`src/rtl/alu_pkg.sv`:
```
// Shared types and constants for the 8-bit ALU datapath blocks.
package alu_pkg;

    typedef enum logic [1:0] {
        IDLE = 2'd0,
        RUN  = 2'd1,
        DONE = 2'd2
    } serial_state_t;

    localparam logic OP_ADD = 1'b0;
    localparam logic OP_SUB = 1'b1;

endpackage : alu_pkg

```
`src/rtl/bit_adder.sv`:
```
// One-bit full adder cell, reused by the bit-serial add/subtract sequencer.
module bit_adder (
    input  logic a,
    input  logic b,
    input  logic cin,
    output logic s,
    output logic cout
);

    assign s    = a ^ b ^ cin;
    assign cout = (a & b) | (a & cin) | (b & cin);

endmodule : bit_adder

```
`src/rtl/serial_add_ctrl.sv`:
```
// Bit-serial add/subtract sequencer: one bit_adder time-multiplexed over WIDTH cycles,
// LSB first, with a start/busy/done handshake and registered sum, carry and overflow.
module serial_add_ctrl
    import alu_pkg::*;
#(
    parameter int WIDTH = 8
) (
    input  logic             clk,
    input  logic             reset,
    input  logic             start,
    input  logic             subtract,
    input  logic [WIDTH-1:0] a,
    input  logic [WIDTH-1:0] b,
    output logic             busy,
    output logic             done,
    output logic [WIDTH-1:0] result,
    output logic             carry_out,
    output logic             overflow
);

    localparam int            CW       = (WIDTH > 1) ? $clog2(WIDTH) : 1;
    localparam logic [CW-1:0] LAST_CNT = CW'(WIDTH - 1);

    serial_state_t    state;
    serial_state_t    state_next;
    logic [CW-1:0]    cnt;
    logic [WIDTH-1:0] a_sh;
    logic [WIDTH-1:0] b_sh;
    logic [WIDTH-1:0] r_sh;
    logic             carry;
    logic             sum_bit;
    logic             carry_bit;
    logic             last_bit;

    bit_adder u_bit_adder (
        .a    (a_sh[0]),
        .b    (b_sh[0]),
        .cin  (carry),
        .s    (sum_bit),
        .cout (carry_bit)
    );

    assign last_bit = (cnt == LAST_CNT);
    assign busy     = (state != IDLE);
    assign done     = (state == DONE);

    // NOTE: every signal assigned in always_comb gets a default first, so no path leaves it unassigned and no latch is inferred.
    always_comb begin
        state_next = state;
        case (state)
            IDLE:    if (start) state_next = RUN;
            RUN:     if (last_bit) state_next = DONE;
            DONE:    state_next = IDLE;
            default: state_next = IDLE;
        endcase
    end

    // NOTE: state is updated with non-blocking assignments so every flop samples pre-edge values, matching hardware.
    always_ff @(posedge clk) begin
        if (reset) begin
            state     <= IDLE;
            cnt       <= '0;
            a_sh      <= '0;
            b_sh      <= '0;
            r_sh      <= '0;
            carry     <= 1'b0;
            result    <= '0;
            carry_out <= 1'b0;
            overflow  <= 1'b0;
        end else begin
            state <= state_next;
            case (state)
                IDLE: begin
                    if (start) begin
                        // Subtraction is a + ~b + 1: invert B and seed the carry with 1.
                        a_sh  <= a;
                        b_sh  <= (subtract == OP_SUB) ? ~b : b;
                        carry <= (subtract == OP_SUB);
                        cnt   <= '0;
                    end
                end
                RUN: begin
                    r_sh  <= {sum_bit, r_sh[WIDTH-1:1]};
                    a_sh  <= {1'b0, a_sh[WIDTH-1:1]};
                    b_sh  <= {1'b0, b_sh[WIDTH-1:1]};
                    carry <= carry_bit;
                    if (last_bit) begin
                        // carry here is the carry into the MSB; its xor with the MSB carry-out is signed overflow.
                        result    <= {sum_bit, r_sh[WIDTH-1:1]};
                        carry_out <= carry_bit;
                        overflow  <= carry ^ carry_bit;
                    end else begin
                        cnt <= cnt + CW'(1);
                    end
                end
                default: ;
            endcase
        end
    end

endmodule : serial_add_ctrl

```
`config.mk`:
```
export PLATFORM = sky130hd
export DESIGN_NAME = serial_add_ctrl
export DESIGN_NICKNAME = d
export VERILOG_FILES = /design/src/rtl/alu_pkg.sv /design/src/rtl/bit_adder.sv /design/src/rtl/serial_add_ctrl.sv
export SDC_FILE = /design/constraint.sdc
export NUM_CORES = 1
export LEC_CHECK = 0
export BUFFER_PORTS_ARGS = -buffer_cell sky130_fd_sc_hd__buf_4
export CAP_MARGIN = 20
export CORE_ASPECT_RATIO = 0.8
export CORE_MARGIN = 4
export CORE_UTILIZATION = 57
export CTS_CLUSTER_DIAMETER = 120
export CTS_CLUSTER_SIZE = 12
export DETAILED_ROUTE_END_ITERATION = 16
export GPL_TIMING_DRIVEN = 0
export PLACE_DENSITY = 0.82
export SLEW_MARGIN = 20
export SYNTH_ARGS = -nofsm -noshare
export SYNTH_HDL_FRONTEND = slang
export SYNTH_SLANG_ARGS = --single-unit
```
`constraint.sdc`:
```
create_clock -name clk -period 4.69 [get_ports clk]
set_input_delay 1.1725 -clock clk [delete_from_list [all_inputs] [get_ports clk]]
set_output_delay 1.1725 -clock clk [all_outputs]
set_load 0.05 [all_outputs]
```
==> results of run 1 <==
## sequential cells by signal (all words and copies together) (netlist names)
signal and flops:
a_sh 8, cnt 3, r_sh 7, carry 1, result 8, overflow 1, b_sh 8, carry_out 1
state 2
## cells in the mapped netlist (all sizes together) (2+ instances only)
cell type	n
clkbuf	7
a21oi	27
or3b	2
xnor2	8
ha	2
nand2	41
a22oi	8
buf	8
a211oi	9
nand4b	2
o22ai	7
dfxtp	39
or2	2
nor2	11
nand2b	3
nand3	2
o21ai	2
## area by class of cell
class	count	area, µm²
clock buffers	6	51.3
plain buffers	15	70.1
multi-input cells	136	783
repair buffers	30	225
clock inverters	2	35.0
fillers	216	751
flip-flops and latches	39	781
well taps	38	47.5
## stage by stage
step / util [%] / total power, W
after floorplan: - / 0.000422
after global placement: 69.5 / 0.000448
after detailed placement: 69.5 / 0.000453
after CTS: 72.6 / 0.000683
after global routing: 72.6 / 0.000708
final: 72.6 / 0.000680
## cell families after synthesis
logic type / count (synthesis) / share of synthesized area [%]
AND/OR/NAND/NOR: 69 / 19.5
AO/OA/AOI/OAI: 55 / 20.9
flip-flops: 39 / 47.8
buffers and inverters: 15 / 4.29
XOR/XNOR: 9 / 4.82
adder cells (fa/ha/maj): 3 / 2.76
## worst min-delay path by stage
stage / depth (start not counted) / from / end
after floorplan: 2 / r_sh[1]$_SDFFE_PP0P_ / result[0]$_SDFFE_PP0P_
after global placement: 2 / r_sh[1]$_SDFFE_PP0P_ / r_sh[1]$_SDFFE_PP0P_
after detailed placement: 2 / result[4]$_SDFFE_PP0P_ / result[4]$_SDFFE_PP0P_
after CTS: 2 / result[4]$_SDFFE_PP0P_ / result[4]$_SDFFE_PP0P_
after global routing: 2 / r_sh[1]$_SDFFE_PP0P_ / r_sh[1]$_SDFFE_PP0P_
final: 2 / result[7]$_SDFFE_PP0P_ / result[7]$_SDFFE_PP0P_
## per-layer routing
layer	up-vias	wire (µm)	part of all wire, %
li1	728	-	-
met1	676	1590	45
met2	40	1720	48
met3	6	204	5.7
met4	0	53	1.5
met5	-	0	0
## power breakdown
| part | total [W] | internal (W) | switching [W] |
|---|---|---|---|
| clock | 0.000234 | 0.000126 | 0.000108 |
| combinational | 0.0000900 | 0.0000408 | 0.0000492 |
| sequential | 0.000356 | 0.000347 | 0.00000938 |
## worst max-delay path, stage by stage (launching register included)
cell	delay (ps)
dfxtp_1	330
buf_4	160
or2_2	290
buf_4	190
==> run metrics, run 1 <==
average via count per standard cell=5.45; Worst EP required=3520 ps; Ports=32; Cells after Synth=190; Clock Root Buffer=clkbuf_4; starting density of the core=59.6%; slew at the pin closest to its max-slew limit=506 ps; setup TNS=0 ps; gr ovfl total=0; most area-consuming cells after synthesis=dfxtp_1 (48%), nand2_1 (9.4%), a21oi_1 (8.0%); primary flip-flop cell chosen by synthesis mapping=dfxtp_1; cts bufs inserted=5; H-tree Lvls=2; num rows=17; count of state elements after synthesis=39; data arrival time of the worst path=1310 ps; number of routed nets with antenna violations=0; share of Yosys cell area claimed by the top area cell type=47.8%; number of max-cap violations=0; Hold WS=466 ps; most common cell after layout, fill and taps aside=nand2_1; Clock Path Buffers=2; Critical Path Sink Type=output pin; highest ir drop seen on vdd=0.000260 V; launch point of the critical path=state[0]$_SDFFE_PP0P_; DRC violation total after the first TritonRoute iteration=70; highest-count cells in the layout ignoring fill and taps=nand2_1 (41), dfxtp_1 (39), buf_4 (31); outcome=finished, final reports clean; top fanout value on the critical path=10; final setup vio count=0; total placed cells including tap cells=258; final RePlAce weighted congestion=0.786; post-place instance area=0.00191 mm²; power density normalized to cell area=341 mW/mm²; post-DP HPWL=2.69 mm; setup slack on the worst flop-to-flop path=3000 ps; GR Util met3=4.65%; growth of design area from synthesis to finish=22.0%; distinct cell type count of the synthesized netlist=32; non-filler instance count after layout=266; post-synthesis cell area=0.00163 mm²; antenna violations before repair=0; met1 GRT Util=27.1%; routed wirelength normalized by instance count=13.4 µm; via count of the first global-routing pass=1359; clock tree from TritonCTS=built; final wirelength=3.57 mm; layer with the highest usage after global routing=met2; mean cell area of the mapped netlist=8.60 µm²; kind of start point of the critical path=flop; unrepaired setup endpoints after global routing=no; Hold Vio Cnt, Final=0; clock-pin slew of the registers on the worst-case setup and hold paths=110 ps; ratio of final minimum period to clock period=52.9%; maximum number of pins on one net before global-route repair=13; placeable core region=0.00274 mm²; worst setup path end=busy; total number of vias=1450; largest area contributor in the synthesized netlist=dfxtp_1; sequential cell area fraction in the yosys report=47.8%; critical register-to-register path startpoint=cnt[0]$_SDFFE_PP0P_; total global-route track usage=20.6%; Synth Warn #=0; met2 track demand over resource in global routing=32.2%; pre-CTS worst setup slack=2420 ps; worst min-delay path category=flop to flop; Die Width=67.9 µm; fraction of final layout cells sized beyond drive strength 1=23.2%; f_max=403 MHz; global-route wire length before repair=6.03 mm; minimum period implied by the final worst setup slack=2480 ps; Crit Path Class=flop to output pin; DRC violation count after routing=0; count of input and output buffers=30; max-slew headroom at the worst pin=66.3%; n_diodes=0; leakage power figure=0.791 nW; buffers inserted during post-CTS setup optimization=0; die footprint=0.00379 mm²; EDFF count, synth=0; clock insertion delay at the later pin of the skew report=340 ps; fraction of registers with async set or reset after synthesis=0%; final count of pins violating max slew=0; Post-Layout Inst Area=0.00199 mm²; Sinks on Clock Net=39; Worst Clk Skew=6.43 ps; number of cells on the worst reg-to-reg path=6; final setup slack of the worst path=2210 ps; die span in y=55.9 µm; hold buffer count at cts=0; total nets after synthesis=213; endpoint of the worst register-to-register path=cnt[0]$_SDFFE_PP0P_; DRT Pass-1 Iters=4; number of gates resized after CTS=0; total number of nets in the final design=250
No activity file was read; power rests on OpenSTA's default activity.
==> inputs of run 2 (changes only) <==
--- a/config.mk
+++ b/config.mk
@@ -9,12 +9,12 @@
 export CAP_MARGIN = 20
 export CORE_ASPECT_RATIO = 0.8
 export CORE_MARGIN = 4
-export CORE_UTILIZATION = 57
+export CORE_UTILIZATION = 48
 export CTS_CLUSTER_DIAMETER = 120
 export CTS_CLUSTER_SIZE = 12
 export DETAILED_ROUTE_END_ITERATION = 16
 export GPL_TIMING_DRIVEN = 0
-export PLACE_DENSITY = 0.82
+export PLACE_DENSITY = 0.74
 export SLEW_MARGIN = 20
 export SYNTH_ARGS = -nofsm -noshare
 export SYNTH_HDL_FRONTEND = slang
==> constraint.sdc (replaced) <==
create_clock -name clk -period 2.2 [get_ports clk]
set_input_delay 0.55 -clock clk [delete_from_list [all_inputs] [get_ports clk]]
set_output_delay 0.55 -clock clk [all_outputs]
set_load 0.05 [all_outputs]
==> run metrics, run 2 (synthesized netlist as in run 1, its figures left out) <==
most common cell after layout, fill and taps aside=nand2_1; total number of vias=1433 (-1.2%); critical register-to-register path startpoint=cnt[0]$_SDFFE_PP0P_; average via count per standard cell=5.35 (-1.9%); most used cell, CP=buf_4; switch share=22.3% (-2.2 points); gr ovfl total=0 (unchanged); f_max=560 MHz; final setup vio count=0 (unchanged); DRC violation total after the first TritonRoute iteration=112 (+60%); cell family with most CP delay=buffers and inverters; die span in y=60.2 µm (+7.7%); Slowest-stage cell, CP=dfxtp_1; maximum number of pins on one net before global-route repair=13 (unchanged); share of total power in sequential cells=46.1% (-6.2 points); P_sw=0.000366 W (+120%); cell internal power dissipation=0.00128 W (+150%); Crit Path Class=flop to output pin; die footprint=0.00441 mm² (+16%); number of gates resized after CTS=0 (unchanged); kind of start point of the critical path=flop; DRT Pass-1 Iters=4 (unchanged); cts bufs inserted=5 (unchanged); buffers inserted during post-CTS setup optimization=0 (unchanged); global-route wire length before repair=6.22 mm (+3.2%); launch instance of the worst min-delay path=result[5]$_SDFFE_PP0P_; unrepaired setup endpoints after global routing=no; setup TNS=0 ps (unchanged); Clock Path Buffers=2 (unchanged); DRC violation count after routing=0 (unchanged); H-tree Lvls=2 (unchanged); total global-route track usage=18.5% (-2.1 points); highest-count cells in the layout ignoring fill and taps=nand2_1 (41), dfxtp_1 (39), buf_4 (31); top fanout value on the critical path=10 (unchanged); slew at the pin closest to its max-slew limit=525 ps (+18.7 ps); starting density of the core=51.5% (-8.1 points); Filler Cell Count=280 (+30%); Clock Root Buffer=clkbuf_8; ratio of final minimum period to clock period=81.1%; final RePlAce weighted congestion=0.812 (+3.4%); post-place instance area=0.00191 mm² (+0.13%); worst path bufs/invs=2 (unchanged); count of input and output buffers=30 (unchanged); routed wirelength normalized by instance count=13.3 µm (-1.2%); longest individual stage delay on the worst path=310 ps (-20 ps); setup slack on the worst flop-to-flop path=540 ps (-2460 ps); Sinks on Clock Net=39 (unchanged); n_diodes=0 (unchanged); launch point of the critical path=state[0]$_SDFFE_PP0P_; worst min-delay path category=flop to flop; Worst EP required=1650 ps (-1870 ps); leakage power figure=0.808 nW (+2.2%); Hold Vio Cnt, Final=0 (unchanged); total number of nets in the final design=250 (unchanged); via count of the first global-routing pass=1408 (+3.6%); Critical Path Sink Type=output pin; Post-Layout Inst Area=0.00204 mm² (+2.4%); Clk network pwr share=42.3% (+7.9 points); Die Width=73.2 µm (+7.9%); registers with the highest flip-flop counts=a_sh (8), b_sh (8), result (8); cell breakdown of the critical path=buf_4 > or2_2 > buf_4; data arrival time of the worst path=1230 ps (-80 ps); antenna violations before repair=0 (unchanged); final count of pins violating max slew=0 (unchanged); num rows=18 (+1); outcome=finished, final reports clean; hold buffer count at cts=0 (unchanged); growth of design area from synthesis to finish=25.0%; post-DP HPWL=2.63 mm (-2.2%); max-slew headroom at the worst pin=65.0% (-1.2 points); final wirelength=3.55 mm (-0.50%); highest ir drop seen on vdd=0.000416 V (+60%); number of routed nets with antenna violations=0 (unchanged); number of max-cap violations=0 (unchanged); Ports=32 (unchanged); logic gate share of total power=11.6% (-1.6 points); clock tree from TritonCTS=built; placeable core region=0.00318 mm² (+16%); fraction of final layout cells sized beyond drive strength 1=22.8% (-0.44 points); Worst Clk Skew=3.55 ps (-2.88 ps); power density normalized to cell area=805 mW/mm² (+140%); clock-pin slew of the registers on the worst-case setup and hold paths=70 ps (-40 ps); minimum period implied by the final worst setup slack=1780 ps; clock insertion delay at the later pin of the skew report=290 ps (-50 ps)
## run 2: cell count changes in the layout (fill, tap and decap cells not counted)
cell,previous run,this run
clkbuf_4,5,0
clkbuf_8,1,5
clkinv_2,1,0
bufinv_16,1,2
clkbuf_1,6,7
## run 2: cell type report
class	instances	area (µm²)	share of cell area (%)
multi-input combinational	136	783	38.4
sequential	39	781	38.2
timing repair buffer	30	225	11.0
clock buffer	6	72.6	3.55
buffer	15	70.1	3.43
clock inverter	2	60.1	2.94
tap	40	50.0	2.45
## run 2: power by group through the flow
stage,clock [W],combinational [W],sequential (W)
finish,0.000695,0.000191,0.000758
global route,0.000742,0.000212,0.000762
CTS,0.000706,0.000191,0.000758
detailed placement,0,0.000190,0.000774
global placement,0,0.000182,0.000773
floorplan,0,0.000130,0.000769
## run 2: final timing paths
path | cells after the start | to
worst min register to register | 2 | result[5]$_SDFFE_PP0P_
worst max register to register | 6 | cnt[0]$_SDFFE_PP0P_
worst min-delay path | 2 | result[5]$_SDFFE_PP0P_
worst max-delay path | 3 | busy
## run 2: metal layers
layer	share of wire [%]	vias up	track usage [%]
met2	46	43	30.1
li1	-	726	-
met5	0	-	0
met1	45	655	23.0
met4	1.6	0	7.11
met3	7.1	9	5.88
## run 2: metrics by stage
step	cells	total power (W)	hold WS, ps	util [%]	worst slack (ps)
after floorplan	190	0.000899	432	-	473
after global placement	260	0.000955	444	60.1	599
after detailed placement	260	0.000964	450	60.1	518
after CTS	268	0.00165	460	64.3	412
after global routing	268	0.00172	480	64.3	362
final	268	0.00164	457	64.3	416
## run 2: worst min-delay path, cell delays in order, from the launching register on
cell and delay [ps]:
dfxtp_1 310, nand2_1 50, a21oi_1 50
